**config.mk**
```make
export PLATFORM = sky130hd
export DESIGN_NAME = ms_countdown
export DESIGN_NICKNAME = d
export VERILOG_FILES = /design/src/rtl/ms_countdown.sv
export SDC_FILE = /design/constraint.sdc
export NUM_CORES = 1
export LEC_CHECK = 0
export CORE_MARGIN = 10
export CORE_UTILIZATION = 45
export CTS_BUF_LIST = sky130_fd_sc_hd__clkbuf_2 sky130_fd_sc_hd__clkbuf_4 sky130_fd_sc_hd__clkbuf_8
export DETAILED_ROUTE_END_ITERATION = 10
export GPL_TIMING_DRIVEN = 0
export PLACE_DENSITY = 0.68
export REMOVE_ABC_BUFFERS = 1
export SLEW_MARGIN = 10
export SYNTH_ARGS = -nofsm -noshare
export SYNTH_HDL_FRONTEND = slang
export SYNTH_SLANG_ARGS = --single-unit
```
**constraint.sdc**
```tcl
create_clock -name clk -period 1.9 [get_ports clk]
set_input_delay 0.38 -clock clk [delete_from_list [all_inputs] [get_ports clk]]
set_output_delay 0.38 -clock clk [all_outputs]
set_load 0.03 [all_outputs]
```
**src/rtl/ms_countdown.sv**
```systemverilog
// Loadable millisecond countdown timer: counts ms_event ticks down from a programmed
// value and pulses expired on reaching zero, in one-shot or auto-reload mode.
module ms_countdown #(
  parameter int WIDTH = 8
) (
  input  logic             clk,
  input  logic             rst,
  input  logic             ms_event,
  input  logic             start,
  input  logic             stop,
  input  logic [WIDTH-1:0] load_val,
  input  logic             reload_en,
  output logic             busy,
  output logic             expired,
  output logic [WIDTH-1:0] cnt_left
);

  typedef enum logic {IDLE, RUN} state_t;

  state_t           state_q, state_d;
  logic [WIDTH-1:0] period_q, period_d;
  logic             mode_reload_q, mode_reload_d;
  logic [WIDTH-1:0] cnt_q, cnt_d;
  logic             expired_q, expired_d;

  always_ff @(posedge clk or negedge rst) begin
    if (!rst) begin
      state_q       <= IDLE;
      period_q      <= '0;
      mode_reload_q <= 1'b0;
      cnt_q         <= '0;
      expired_q     <= 1'b0;
    end else begin
      state_q       <= state_d;
      period_q      <= period_d;
      mode_reload_q <= mode_reload_d;
      cnt_q         <= cnt_d;
      expired_q     <= expired_d;
    end
  end

  // Priority stop > start > ms_event; a running count is always >= 1, so no wrap.
  always_comb begin
    state_d       = state_q;
    period_d      = period_q;
    mode_reload_d = mode_reload_q;
    cnt_d         = cnt_q;
    expired_d     = 1'b0;
    if (stop) begin
      state_d = IDLE;
    end else if (start) begin
      if (load_val == '0) begin
        expired_d = 1'b1;
        cnt_d     = '0;
        state_d   = IDLE;
      end else begin
        period_d      = load_val;
        cnt_d         = load_val;
        mode_reload_d = reload_en;
        state_d       = RUN;
      end
    end else if (ms_event && (state_q == RUN)) begin
      if (cnt_q == WIDTH'(1)) begin
        expired_d = 1'b1;
        if (mode_reload_q) begin
          cnt_d = period_q;
        end else begin
          cnt_d   = '0;
          state_d = IDLE;
        end
      end else begin
        cnt_d = cnt_q - WIDTH'(1);
      end
    end
  end

  assign busy     = (state_q == RUN);
  assign expired  = expired_q;
  assign cnt_left = cnt_q;

endmodule

```
# Yosys cells after proc, flatten, opt, wreduce, memory -nomap -nowiden

Index checks and enable logic that the tools add are counted.

Output and inout port bits: 10
Word-level logic and storage cells: 34
Bits in registers: 19
Input bits: 14

Reduce and logical (&&, ||, !) cells: 8
Equal/unequal tests: 2
Muxes and demuxes: 16
Add/subtract/negate cells: 1
Bitwise logic cells: 2

Operators by type and width:

| cell                                                                | count |
|---|---|
| 8-bit two-way mux                                                   | 5 |
| 1-bit two-way mux                                                   | 11 |
| 8-bit by 1-bit == test with 1-bit output (second input constant)    | 1 |
| 8-bit zero test                                                     | 1 |
| 8-bit by 1-bit subtractor with 8-bit output (second input constant) | 1 |
| 3-bit AND reduction                                                 | 2 |
| 3-bit nonzero test                                                  | 2 |
| 3-bit != test (second input constant)                               | 1 |
| 1-bit inverter                                                      | 2 |
| 2-bit AND reduction                                                 | 1 |
| 2-bit nonzero test                                                  | 1 |
| 1-bit logical AND                                                   | 1 |

# Depth between registers and ports, before layout

Depth in word-level cells: 5
Gate-level depth with buffers: 7

# Least setup slack after synthesis

Ideal clock, no wire load.

Path kind: register -> register
From: reg cnt_q[1], in the netlist cnt_left[1]
To: reg state_q, in the netlist busy
Path slack: 97 ps
Stages on the path, launching flop included: 8
Arrival time: 1683 ps
Library setup time: 120 ps
Period minus slack after synthesis: 1803 ps
Buffers on the path: 1
Path through: dfrtp_1 -> inv_1 -> ha_1 -> nor3b_2 -> and2_1 -> buf_6 -> nand3b_1 -> a31o_1

Cells in the longest elaborated chain, start to end: 3

Ends and longest elaborated chain:

| item                                     | line | source |
|---|---|---|
| start, declared                          | 23   | `logic [WIDTH-1:0] cnt_q, cnt_d;` |
| start signal, assigned                   | 37   | `cnt_q <= cnt_d;` |
| 8-bit by 1-bit == test with 1-bit output | 63   | `if (cnt_q == WIDTH'(1)) begin` |
| 3-bit nonzero test (no line)             | --   |  |
| 3-bit AND reduction (no line)            | --   |  |
| end signal, assigned                     | 34   | `state_q <= state_d;` |
| end, declared                            | 20   | `state_t state_q, state_d;` |

Every way passes these cells.
A chain may end at the register's enable or synchronous reset.

# Final worst setup path

From: in load_val[4]
To: reg period_q[6]

Cells in the longest elaborated chain, start to end: 3

Ends and longest elaborated chain:

| item                          | line | source |
|---|---|---|
| start, declared               | 11   | `input logic [WIDTH-1:0] load_val,` |
| 8-bit zero test               | 52   | `if (load_val == '0) begin` |
| 1-bit inverter (no line)      | --   |  |
| 3-bit AND reduction (no line) | --   |  |
| end signal, assigned          | 35   | `period_q <= period_d;` |
| end, declared                 | 21   | `logic [WIDTH-1:0] period_q, period_d;` |

Every way passes these cells.

==> summary.md <==
| Metric | Value |
|---|---|
| Status | `complete, no violations` |
| Max-slew headroom | `42.0%` |
| Total CTS buffers | `3` |
| Fillers | `186` |
| Bufs and invs on worst path | `1` |
| Final std cells w/o fill | `167` |
| CTS tree | `done` |
| Clock skew | `12.4 ps` |
| Area Growth Syn to Fin | `27.3%` |
| Worst EP required | `2090 ps` |
| Post-layout net count | `156` |
| Synth Warn # | `0` |
| # rows | `17` |
| Crit path max fanout | `7` |
| M3 GR Usage | `3.14%` |
| Clock Tree Buf Depth | `2` |
| Global route hottest layer | `met2` |
| Post-synthesis sequential area ratio | `42.7%` |
| Synth top area cells | `dfrtp_1 43%, mux2_4 8.1%, a31oi_1 4.5%` |
| Cell family with most CP delay | `simple AND/OR/NAND/NOR gates` |
| Grt total ovfl | `0` |
| Vias in the first global route | `953` |
| P_leak | `0.000614 uW` |
| Core area | `2280 sq um` |
| Inst Count DP | `161` |
| Starting Density | `48.9%` |
| WL final | `2920 microns` |
| Die Footprint | `4860 sq um` |
| Area of the mapped netlist | `1110 sq um` |
| Met2 Resource Use GR | `18.0%` |
| Largest net degree at the start of global routing | `20` |
| All-layer global routing usage | `11.5%` |
| Critical Path AT | `2050 ps` |
| Crit. End Element | `flip-flop` |
| Synthesized flop and latch total | `19` |
| R2R Path Start | `cnt_left[1]` |
| Synth Instances | `114` |
| Met1 usage | `14.8%` |
| Cts hold-fix bufs | `0` |
| Die height | `69.7 microns` |
| Via/cell ratio | `5.87` |
| Antenna diodes | `0` |
| Detailed Routing Iterations Pass 1 | `4` |
| Clock Latency Late Sink | `300 ps` |
| Least-Margin Pin Slew | `868 ps` |
| Max incr delay on CP | `600 ps` |
| # port buffers | `23` |
| Routed Antenna Nets | `0` |
| Peak VDD IR | `0.000405 V` |
| Yosys top cell area share | `42.7%` |
| Area leader, netlist | `dfrtp_1` |
| CP dominant cell by count | `nor2_4` |
| Mapped Avg Cell Area | `9.76 sq um` |
| H-tree Lvls | `1` |
| Initial antenna violation count | `0` |
| Final Max Tran Viols | `0` |
| Fmax | `0.539 GHz` |
| # Max-Cap Violations | `0` |
| DRC | `0` |
| Critical-path cell list | `clkdlybuf4s50_1, or4_1, nor2_4, nor2_4, mux2_4` |
| P per Cell Area | `778 nW/um^2` |
| Final Util | `62.2%` |
| Hold Crit Class | `reg2reg` |
| Dpl hpwl | `2160 microns` |
| Tmin final | `1850 ps` |
| Drt initial violations | `71` |
| Per-cell routed wire length | `17.5 microns` |
| Critical path type | `in2reg` |
| HP Start | `period_q[1]` |
| Clk root buf | `clkbuf_4` |
| Final setup viols | `0` |
| Worst setup path startpoint | `load_val[4]` |
| # IOs | `24` |
| Routability cong. | `0.862` |
| CP Launch Type | `primary input` |
| Post-synthesis cell type count | `36` |
| First-pass GRT wire length | `4750 microns` |
| Vias after detailed routing | `980` |
| Slowest cell on crit path | `or4_1` |
| Layout cells sized above 1 | `13.7%` |
| Clk sinks | `19` |
| Final Cycle Share | `97.6%` |
| Clock Pin Slew Worst Setup and Hold Paths | `120 ps` |
| Final Hold Viols | `0` |
| DIE WIDTH | `69.7 microns` |
-- report_power, final --
part           total, uW  internal, uW  switching (uW)
clock                203          78.3             125
combinational        355           169             186
sequential           544           460            83.8
-- placed cells by master (no fill, tap or decap), types with 3 or more instances in the layout --
master	synthesis	layout
a21oi_1	6	6
mux2_4	6	6
dfrtp_1	19	19
nor3_1	3	3
a31oi_1	8	8
nand2_1	11	11
o21ai_0	9	9
clkbuf_4	0	3
clkdlybuf4s50_1	0	16
or3_1	3	3
inv_1	6	6
nor2_1	5	5
or4_1	3	3
nand3_1	5	5
dlymetal6s2s_1	0	5
-- synth_stat cells, drive strengths merged --
cell,count
inv,6
mux2,6
o22ai,1
o31ai,2
a31oi,8
nand3b,1
clkbuf,3
a21oi,6
nor3b,2
a22oi,1
xor2,1
nand3,5
o21ai,9
o211ai,2
nand2b,1
or3,3
ha,2
a41oi,1
or2,1
nor3,3
buf,1
or4,3
o21a,1
xnor2,1
nor4,1
and2,1
o221ai,1
a31o,1
nand2,12
a22o,1
nor2,7
mux2i,1
dfrtp,19
-- what timing repair did --
action | CTS | global route
gates resized for setup | 4 | 6
setup endpoints to repair | 10 | 13
pin swaps | 0 | 0
buffers inserted | 0 | 2
cloned | 0 | 0
-- path summary, 6_finish.rpt --
check | slack [ps] | depth (start not counted) | end
setup / recovery | 50 | 5 | period_q[6]
hold / removal | 540 | 2 | period_q[1]
setup reg to reg | 60 | 8 | cnt_left[4]
hold reg to reg | 540 | 2 | period_q[1]
max in group asynchronous | 790 | 1 | period_q[1]
min in group asynchronous | 560 | 1 | period_q[0]
-- state kept, by name (all words and copies together), names as in the netlist --
| signal | count |
|---|---|
| busy | 1 |
| cnt_left | 8 |
| expired | 1 |
| mode_reload_q | 1 |
| period_q | 8 |
-- worst register-to-register path: cells and delay by family (launching register included) --
kind            cells  cell delay (ps)
compound gates      3              500
fa+ha+maj           1              230
buf+inv             3              390
flops               1              440
simple gates        1              170
-- through the flow --
step	worst slack (ps)	hold WS (ps)	total power [uW]	cell area (sq um)	setup TNS, ps
after global placement	-264	491	895	1360	-2090
after detailed placement	-252	498	902	1360	-1910
after global routing	-7.59	540	1170	1420	-7.59
final	45.2	535	1100	1420	0
after CTS	-2.51	530	1100	1390	-2.51
after floorplan	72.1	84.4	747	1090	0
-- area by class of cell --
type / count / area, sq um / area share (%)
Clock buffer: 3 / 22.5 / 1.59
Clock inverter: 1 / 5.00 / 0.353
Multi-Input combinational cell: 85 / 601 / 42.4
Timing Repair Buffer: 25 / 255 / 18.0
Inverter: 6 / 22.5 / 1.59
Tap cell: 28 / 35.0 / 2.47
Sequential cell: 19 / 475 / 33.6
-- kinds of logic after synthesis --
group,count (synthesis),share of synthesized area (%)
buf+inv,10,4.05
compound gates,34,19.0
flops,19,42.7
mux,7,9.00
fa+ha+maj,2,2.25
simple gates,40,21.4
xor+xnor,2,1.58
-- routing by layer --
metal,part of all wire [%],wire length [microns]
met4,0.72,21
met3,6.3,184
met1,48,1400
met5,0,0
met2,45,1310
Note: power is estimated with default switching activity, not from simulation.
